$ cat config.mk
export PLATFORM = sky130hd
export DESIGN_NAME = timer_expiry_tracker
export DESIGN_NICKNAME = d
export VERILOG_FILES = /design/src/rtl/timer_pkg.sv /design/src/rtl/timer_slot.sv /design/src/rtl/timer_expiry_tracker.sv
export SDC_FILE = /design/constraint.sdc
export NUM_CORES = 1
export LEC_CHECK = 0
export ABC_CLOCK_PERIOD_IN_PS = 3120
export CORE_ASPECT_RATIO = 0.9
export CORE_MARGIN = 2
export CORE_UTILIZATION = 35
export DETAILED_ROUTE_END_ITERATION = 10
export GPL_ROUTABILITY_DRIVEN = 1
export GPL_TIMING_DRIVEN = 0
export PLACE_DENSITY_LB_ADDON = 0.08
export SLEW_MARGIN = 20
export SYNTH_ARGS = -nofsm -noshare
export SYNTH_HDL_FRONTEND = slang
export SYNTH_HIERARCHICAL = 1
export SYNTH_SLANG_ARGS = --single-unit
$ cat constraint.sdc
create_clock -name clk -period 3.12 [get_ports clk]
set_input_delay 0.78 -clock clk [delete_from_list [all_inputs] [get_ports clk]]
set_output_delay 0.78 -clock clk [all_outputs]
set_load 0.01 [all_outputs]
$ cat src/rtl/timer_pkg.sv
`default_nettype none
// +----------------------------------------------------------------------+
// | Package     : timer_pkg                                              |
// | Description : Shared widths and slot-state encoding for the timer    |
// |               expiry tracker.                                        |
// | Revision    : 1.0 - initial release                                  |
// +----------------------------------------------------------------------+
package timer_pkg;

    localparam int TS_W = 16;

    typedef enum logic [1:0] {
        SLOT_IDLE  = 2'd0,
        SLOT_COUNT = 2'd1,
        SLOT_PEND  = 2'd2
    } slot_state_t;

endpackage
`default_nettype wire

$ cat src/rtl/timer_slot.sv
`default_nettype none
// +----------------------------------------------------------------------+
// | Module      : timer_slot                                             |
// | Description : One down-counting timeout slot with expiry timestamp.  |
// | Revision    : 1.0 - initial release                                  |
// +----------------------------------------------------------------------+
module timer_slot
    import timer_pkg::*;
#(
    parameter int TW = 12
) (
    input  logic            clk,
    input  logic            rst,
    input  logic            i_tick,
    input  logic [TS_W-1:0] i_counter_ns,
    input  logic            i_arm,
    input  logic [TW-1:0]   i_arm_timeout,
    input  logic            i_cancel,
    input  logic            i_load,
    output logic            o_active,
    output logic            o_pending,
    output logic [TS_W-1:0] o_ts
);

    slot_state_t     r_state;
    logic [TW-1:0]   r_remaining;
    logic [TS_W-1:0] r_ts;

    // Arm beats cancel beats tick; an arm also overrides a same-cycle load,
    // the previously pending event having already been copied out.
    always_ff @(posedge clk) begin
        if (rst) begin
            r_state     <= SLOT_IDLE;
            r_remaining <= '0;
            r_ts        <= '0;
        end else if (i_arm) begin
            if (i_arm_timeout != '0) begin
                r_state     <= SLOT_COUNT;
                r_remaining <= i_arm_timeout;
            end else begin
                r_state     <= SLOT_PEND;
                r_remaining <= '0;
                r_ts        <= i_counter_ns;
            end
        end else if (i_cancel) begin
            if (r_state != SLOT_IDLE) begin
                r_state     <= SLOT_IDLE;
                r_remaining <= '0;
            end
        end else if (r_state == SLOT_COUNT) begin
            if (i_tick) begin
                if (r_remaining == TW'(1)) begin
                    r_state     <= SLOT_PEND;
                    r_remaining <= '0;
                    r_ts        <= i_counter_ns;
                end else begin
                    r_remaining <= r_remaining - TW'(1);
                end
            end
        end else if (r_state == SLOT_PEND) begin
            if (i_load) begin
                r_state <= SLOT_IDLE;
            end
        end
    end

    assign o_active  = (r_state == SLOT_COUNT);
    assign o_pending = (r_state == SLOT_PEND);
    assign o_ts      = r_ts;

endmodule
`default_nettype wire

$ cat src/rtl/timer_expiry_tracker.sv
`default_nettype none
// +----------------------------------------------------------------------+
// | Module      : timer_expiry_tracker                                   |
// | Description : NSLOT tick-driven timeouts with a valid/ready expiry   |
// |               event output (slot ID + ns timestamp).                 |
// | Revision    : 1.0 - initial release                                  |
// +----------------------------------------------------------------------+
module timer_expiry_tracker
    import timer_pkg::*;
#(
    parameter int NSLOT = 8,
    parameter int IDW   = 3,
    parameter int TW    = 12
) (
    input  logic             clk,
    input  logic             rst,
    input  logic             tick,
    input  logic [15:0]      counter_ns,
    input  logic             arm_valid,
    input  logic [IDW-1:0]   arm_id,
    input  logic [TW-1:0]    arm_timeout,
    input  logic             cancel_valid,
    input  logic [IDW-1:0]   cancel_id,
    output logic [NSLOT-1:0] active,
    output logic             expire_valid,
    input  logic             expire_ready,
    output logic [IDW-1:0]   expire_id,
    output logic [15:0]      expire_ts
);

    logic [NSLOT-1:0] w_active;
    logic [NSLOT-1:0] w_pending;
    logic [NSLOT-1:0] w_load_vec;
    logic [TS_W-1:0]  w_slot_ts [NSLOT];
    logic [IDW-1:0]   w_sel_id;
    logic             w_load_en;

    logic             r_valid;
    logic [IDW-1:0]   r_id;
    logic [TS_W-1:0]  r_ts;

    generate
        for (genvar g = 0; g < NSLOT; g++) begin : g_slot
            timer_slot #(
                .TW (TW)
            ) u_slot (
                .clk           (clk),
                .rst           (rst),
                .i_tick        (tick),
                .i_counter_ns  (counter_ns),
                .i_arm         (arm_valid && (arm_id == IDW'(g))),
                .i_arm_timeout (arm_timeout),
                .i_cancel      (cancel_valid && (cancel_id == IDW'(g))),
                .i_load        (w_load_vec[g]),
                .o_active      (w_active[g]),
                .o_pending     (w_pending[g]),
                .o_ts          (w_slot_ts[g])
            );
        end
    endgenerate

    // Descending scan so the lowest pending index is the one left standing.
    always_comb begin
        w_sel_id   = '0;
        w_load_vec = '0;
        for (int i = NSLOT - 1; i >= 0; i--) begin
            if (w_pending[i]) begin
                w_sel_id = IDW'(i);
            end
        end
        w_load_en = (|w_pending) && (!r_valid || expire_ready);
        if (w_load_en) begin
            w_load_vec[w_sel_id] = 1'b1;
        end
    end

    always_ff @(posedge clk) begin
        if (rst) begin
            r_valid <= 1'b0;
            r_id    <= '0;
            r_ts    <= '0;
        end else if (w_load_en) begin
            r_valid <= 1'b1;
            r_id    <= w_sel_id;
            r_ts    <= w_slot_ts[w_sel_id];
        end else if (expire_ready) begin
            r_valid <= 1'b0;
        end
    end

    assign active       = w_active;
    assign expire_valid = r_valid;
    assign expire_id    = r_id;
    assign expire_ts    = r_ts;

endmodule
`default_nettype wire
==> out/metrics.yaml <==
max_freq_mhz: 327.3
worstPathRequired_ns: 3.60
slew_headroom: 0.2151
die_w_um: 228.5
critPathKind: "in2reg"
core_area_um2: 45090
die_area_um2: 47100
numCtsBuffers: 31
setup_violations: 0
synthesis.nets: 2000
whs_ns: 0.4557
boundaryPins: 68
met3_length_mm: 3.275
dpl_cell_area_um2: 17270
yosysUniqueCellTypes: 72
start_util: 0.3522
ant_nets: 0
synth_edf_count: 0
syn_inst: 1920
dp_hpwl_mm: 41.35
crit_arrival_ns: 3.54
hold_path_class: "reg2reg"
drtPass1Iterations: 5
die_y_um: 206.1
core.rowCount: 74
critPathMaxFanout: 10
leakagePower_nw: 6.174
status: "completed"
final_nets: 2099
syn2layout_area_growth_pct: 15.87
cts_tree: "yes"
antenna_found_initial: 0
ys_seq_elements: 260
drive_gt1_frac: 0.09349
overflow: 0
via_per_inst: 5.806
insertion_delay_ns: 0.58
track_usage: 0.2415
power.density_nw_per_um2: 545.6
clk_pin_slew_worst_paths_ns: 0.06
routed_wl_mm: 58.28
numClockSinks: 260
synth_area_um2: 15880
cp-end-kind: "register"
route.detailed.drc: 0
irDropWorstVdd_uv: 387.5
drt-met1-wl_mm: 29.17
wl_met2_mm: 24.57
slew_violations: 0
port_buffers: 67
avgSynthCellArea_um2: 8.272
stdcell_area_um2: 18400
yosysSeqAreaShare: 0.3277
clock_skew_ns: 0.009013
async_flop_share: 0
rsz0062_at_grt: "yes"
cts_hold_buf: 0
yosysWarnings: 6
vias: 15390
cap_violations: 0
post-route-util: 0.4081
insertedDiodeCount: 0
grt_pass1_vias: 14340
ys.flop_type: "dfxtp_1"
worst_pin_slew_ns: 1.175
clockRootBuffer: "clkbuf_16"
htree_levels: 1
critPathLaunchType: "primary input"
place.gp.congestion: 0.8799
period_minus_slack_ns: 3.055
min_period_over_period: 0.9793
wl_per_cell_um: 21.98
grt_pass1_wl_mm: 89.36
cts_buffer_depth: 3
topRoutingLayerUsed: "met4"
hold_violations: 0
grt_max_degree: 34
drt_iter0_drc: 1668
cells in the mapped netlist (all sizes together) (5+ instances only):
cell type	n	area, um^2
nand2	375	1408
dfxtp	260	5205
mux2i	128	1281
clkbuf	87	326.6
nor2	83	311.6
o21ai	83	415.4
inv	78	292.8
a21oi	76	380.4
nor3	63	405.4
a31oi	59	394.1
nor4	54	495.5
nand3	49	245.2
a221oi	40	350.3
ha	40	500.5
a22oi	32	350.3
buf	30	310.3
a211oi	28	210.2
or4	25	191.4
o22ai	24	150.1
a32oi	22	192.7
nand4	21	234.0
a2bb2oi	18	157.7
a21boi	17	127.6
or2	17	106.4
and3	16	100.1
nand2b	16	100.1
nand3b	14	105.1
o21a	12	90.09
a311oi	11	96.34
nor2b	10	62.56
a41oi	8	70.07
nor4b	8	190.2
o2111ai	8	70.07
o221a	8	90.08
o311a	8	80.08
o311ai	8	70.06
o32ai	8	70.07
o41a	8	92.58
or2b	8	60.06
or3b	8	70.07
and2	7	43.79
o31ai	7	66.31
a21o	5	37.54
o221ai	5	43.79
registers in the layout, summed over array words and instances, names as in the netlist:
| signal | count |
|---|---|
| expire_ts | 16 |
| expire_valid | 1 |
| g_slot.u_slot/r_remaining | 96 |
| g_slot.u_slot/r_state | 16 |
| g_slot.u_slot/o_ts | 128 |
| expire_id | 3 |
cell families (layout without fill, tap and decap cells):
group / count (synthesis) / in the layout / synth area share
AND/OR/NAND/NOR: 785 / 785 / 0.2658
AO/OA/AOI/OAI: 504 / 504 / 0.2326
flip-flops: 260 / 260 / 0.3277
buffers and inverters: 203 / 326 / 0.06168
multiplexers: 128 / 128 / 0.08067
adder cells (fa/ha/maj): 40 / 40 / 0.03151
area by class of cell:
type | count | area (um^2)
Clock inverter | 18 | 245.2
Fill cell | 4562 | 26690
Buffer | 119 | 668.1
Clock buffer | 39 | 845.8
Tap cell | 608 | 760.7
Sequential cell | 260 | 5205
Multi-Input combinational cell | 1457 | 9744
Inverter | 82 | 307.8
Timing Repair Buffer | 68 | 625.6
worst max-delay path, stage by stage:
cell             delay, ns
clkdlybuf4s50_1       0.55
nand2b_1              0.25
nor2_1                0.44
nand3b_1              0.27
and3_1                0.18
clkbuf_1              0.30
clkbuf_1              0.45
a21oi_1               0.09
o32ai_1               0.24
cell usage in the layout, fill, tap and decap left out, types with 9 or more instances in the layout:
| master | instances |
|---|---|
| clkinv_2 | 10 |
| nand2b_1 | 16 |
| o21ai_0 | 66 |
| inv_1 | 70 |
| a211oi_1 | 28 |
| nand3b_1 | 14 |
| or4_1 | 24 |
| o22ai_1 | 24 |
| dfxtp_1 | 260 |
| ha_1 | 40 |
| mux2i_1 | 128 |
| clkbuf_16 | 31 |
| nor2_1 | 81 |
| clkbuf_1 | 85 |
| nor4_1 | 38 |
| a221oi_1 | 40 |
| nor3_1 | 51 |
| clkdlybuf4s50_1 | 53 |
| a21boi_0 | 17 |
| nand4_1 | 13 |
| nor4_4 | 9 |
| a22oi_1 | 24 |
| a311oi_1 | 11 |
| nand3_1 | 49 |
| o21a_1 | 12 |
| buf_12 | 9 |
| o21ai_1 | 17 |
| a21oi_1 | 76 |
| nand2_1 | 375 |
| or2_2 | 13 |
| buf_2 | 28 |
| a32oi_1 | 22 |
| a31oi_1 | 55 |
| a2bb2oi_1 | 18 |
| nor2b_1 | 10 |
| and3_1 | 16 |
per-stage QoR:
stage | power, mW | worst slack (ns) | TNS (ns) | cells
floorplan | 5.274 | 0.4894 | 0 | 1920
global placement | 6.116 | -1.684 | -268.44 | 2595
detailed placement | 6.100 | -0.6547 | -86.27 | 2595
CTS | 10.07 | 0.02754 | 0 | 2651
global route | 10.47 | -0.02305 | -0.06196 | 2651
finish | 10.04 | 0.06452 | 0 | 2651
final timing paths:
| path | start | to | slack (ns) | depth (start not counted) |
|---|---|---|---|---|
| worst min-delay path | g_slot[3].u_slot/o_ts[7] | g_slot[3].u_slot/o_ts[7] | 0.46 | 2 |
| worst max-delay path | cancel_id[1] | g_slot[5].u_slot/r_remaining[11] | 0.06 | 9 |
| worst min register to register | g_slot[3].u_slot/o_ts[7] | g_slot[3].u_slot/o_ts[7] | 0.46 | 2 |
| worst max register to register | g_slot[5].u_slot/r_state[0] | g_slot[6].u_slot/r_state[0] | 0.17 | 10 |
routing by layer:
| metal | track usage | vias to the layer above |
|---|---|---|
| li1 | - | 7359 |
| met1 | 0.3646 | 7458 |
| met4 | 0.05532 | 0 |
| met2 | 0.3649 | 507 |
| met3 | 0.02718 | 69 |
| met5 | 0 | - |
timing repair:
action | in CTS | in global routing
buffers inserted | 0 | 1
resized for setup | 7 | 8
hold endpoints to repair | 0 | 0
endpoints found under the setup margin | 11 | 32
pin swaps | 0 | 1
cloned | 0 | 0
where the power goes:
| group | internal, mW | switching (mW) |
|---|---|---|
| Sequential | 3.48 | 0.209 |
| Combinational | 0.914 | 1.49 |
| Clock | 2.40 | 1.55 |
| Total | 6.79 | 3.25 |
Power figures use the tool's default switching activity.
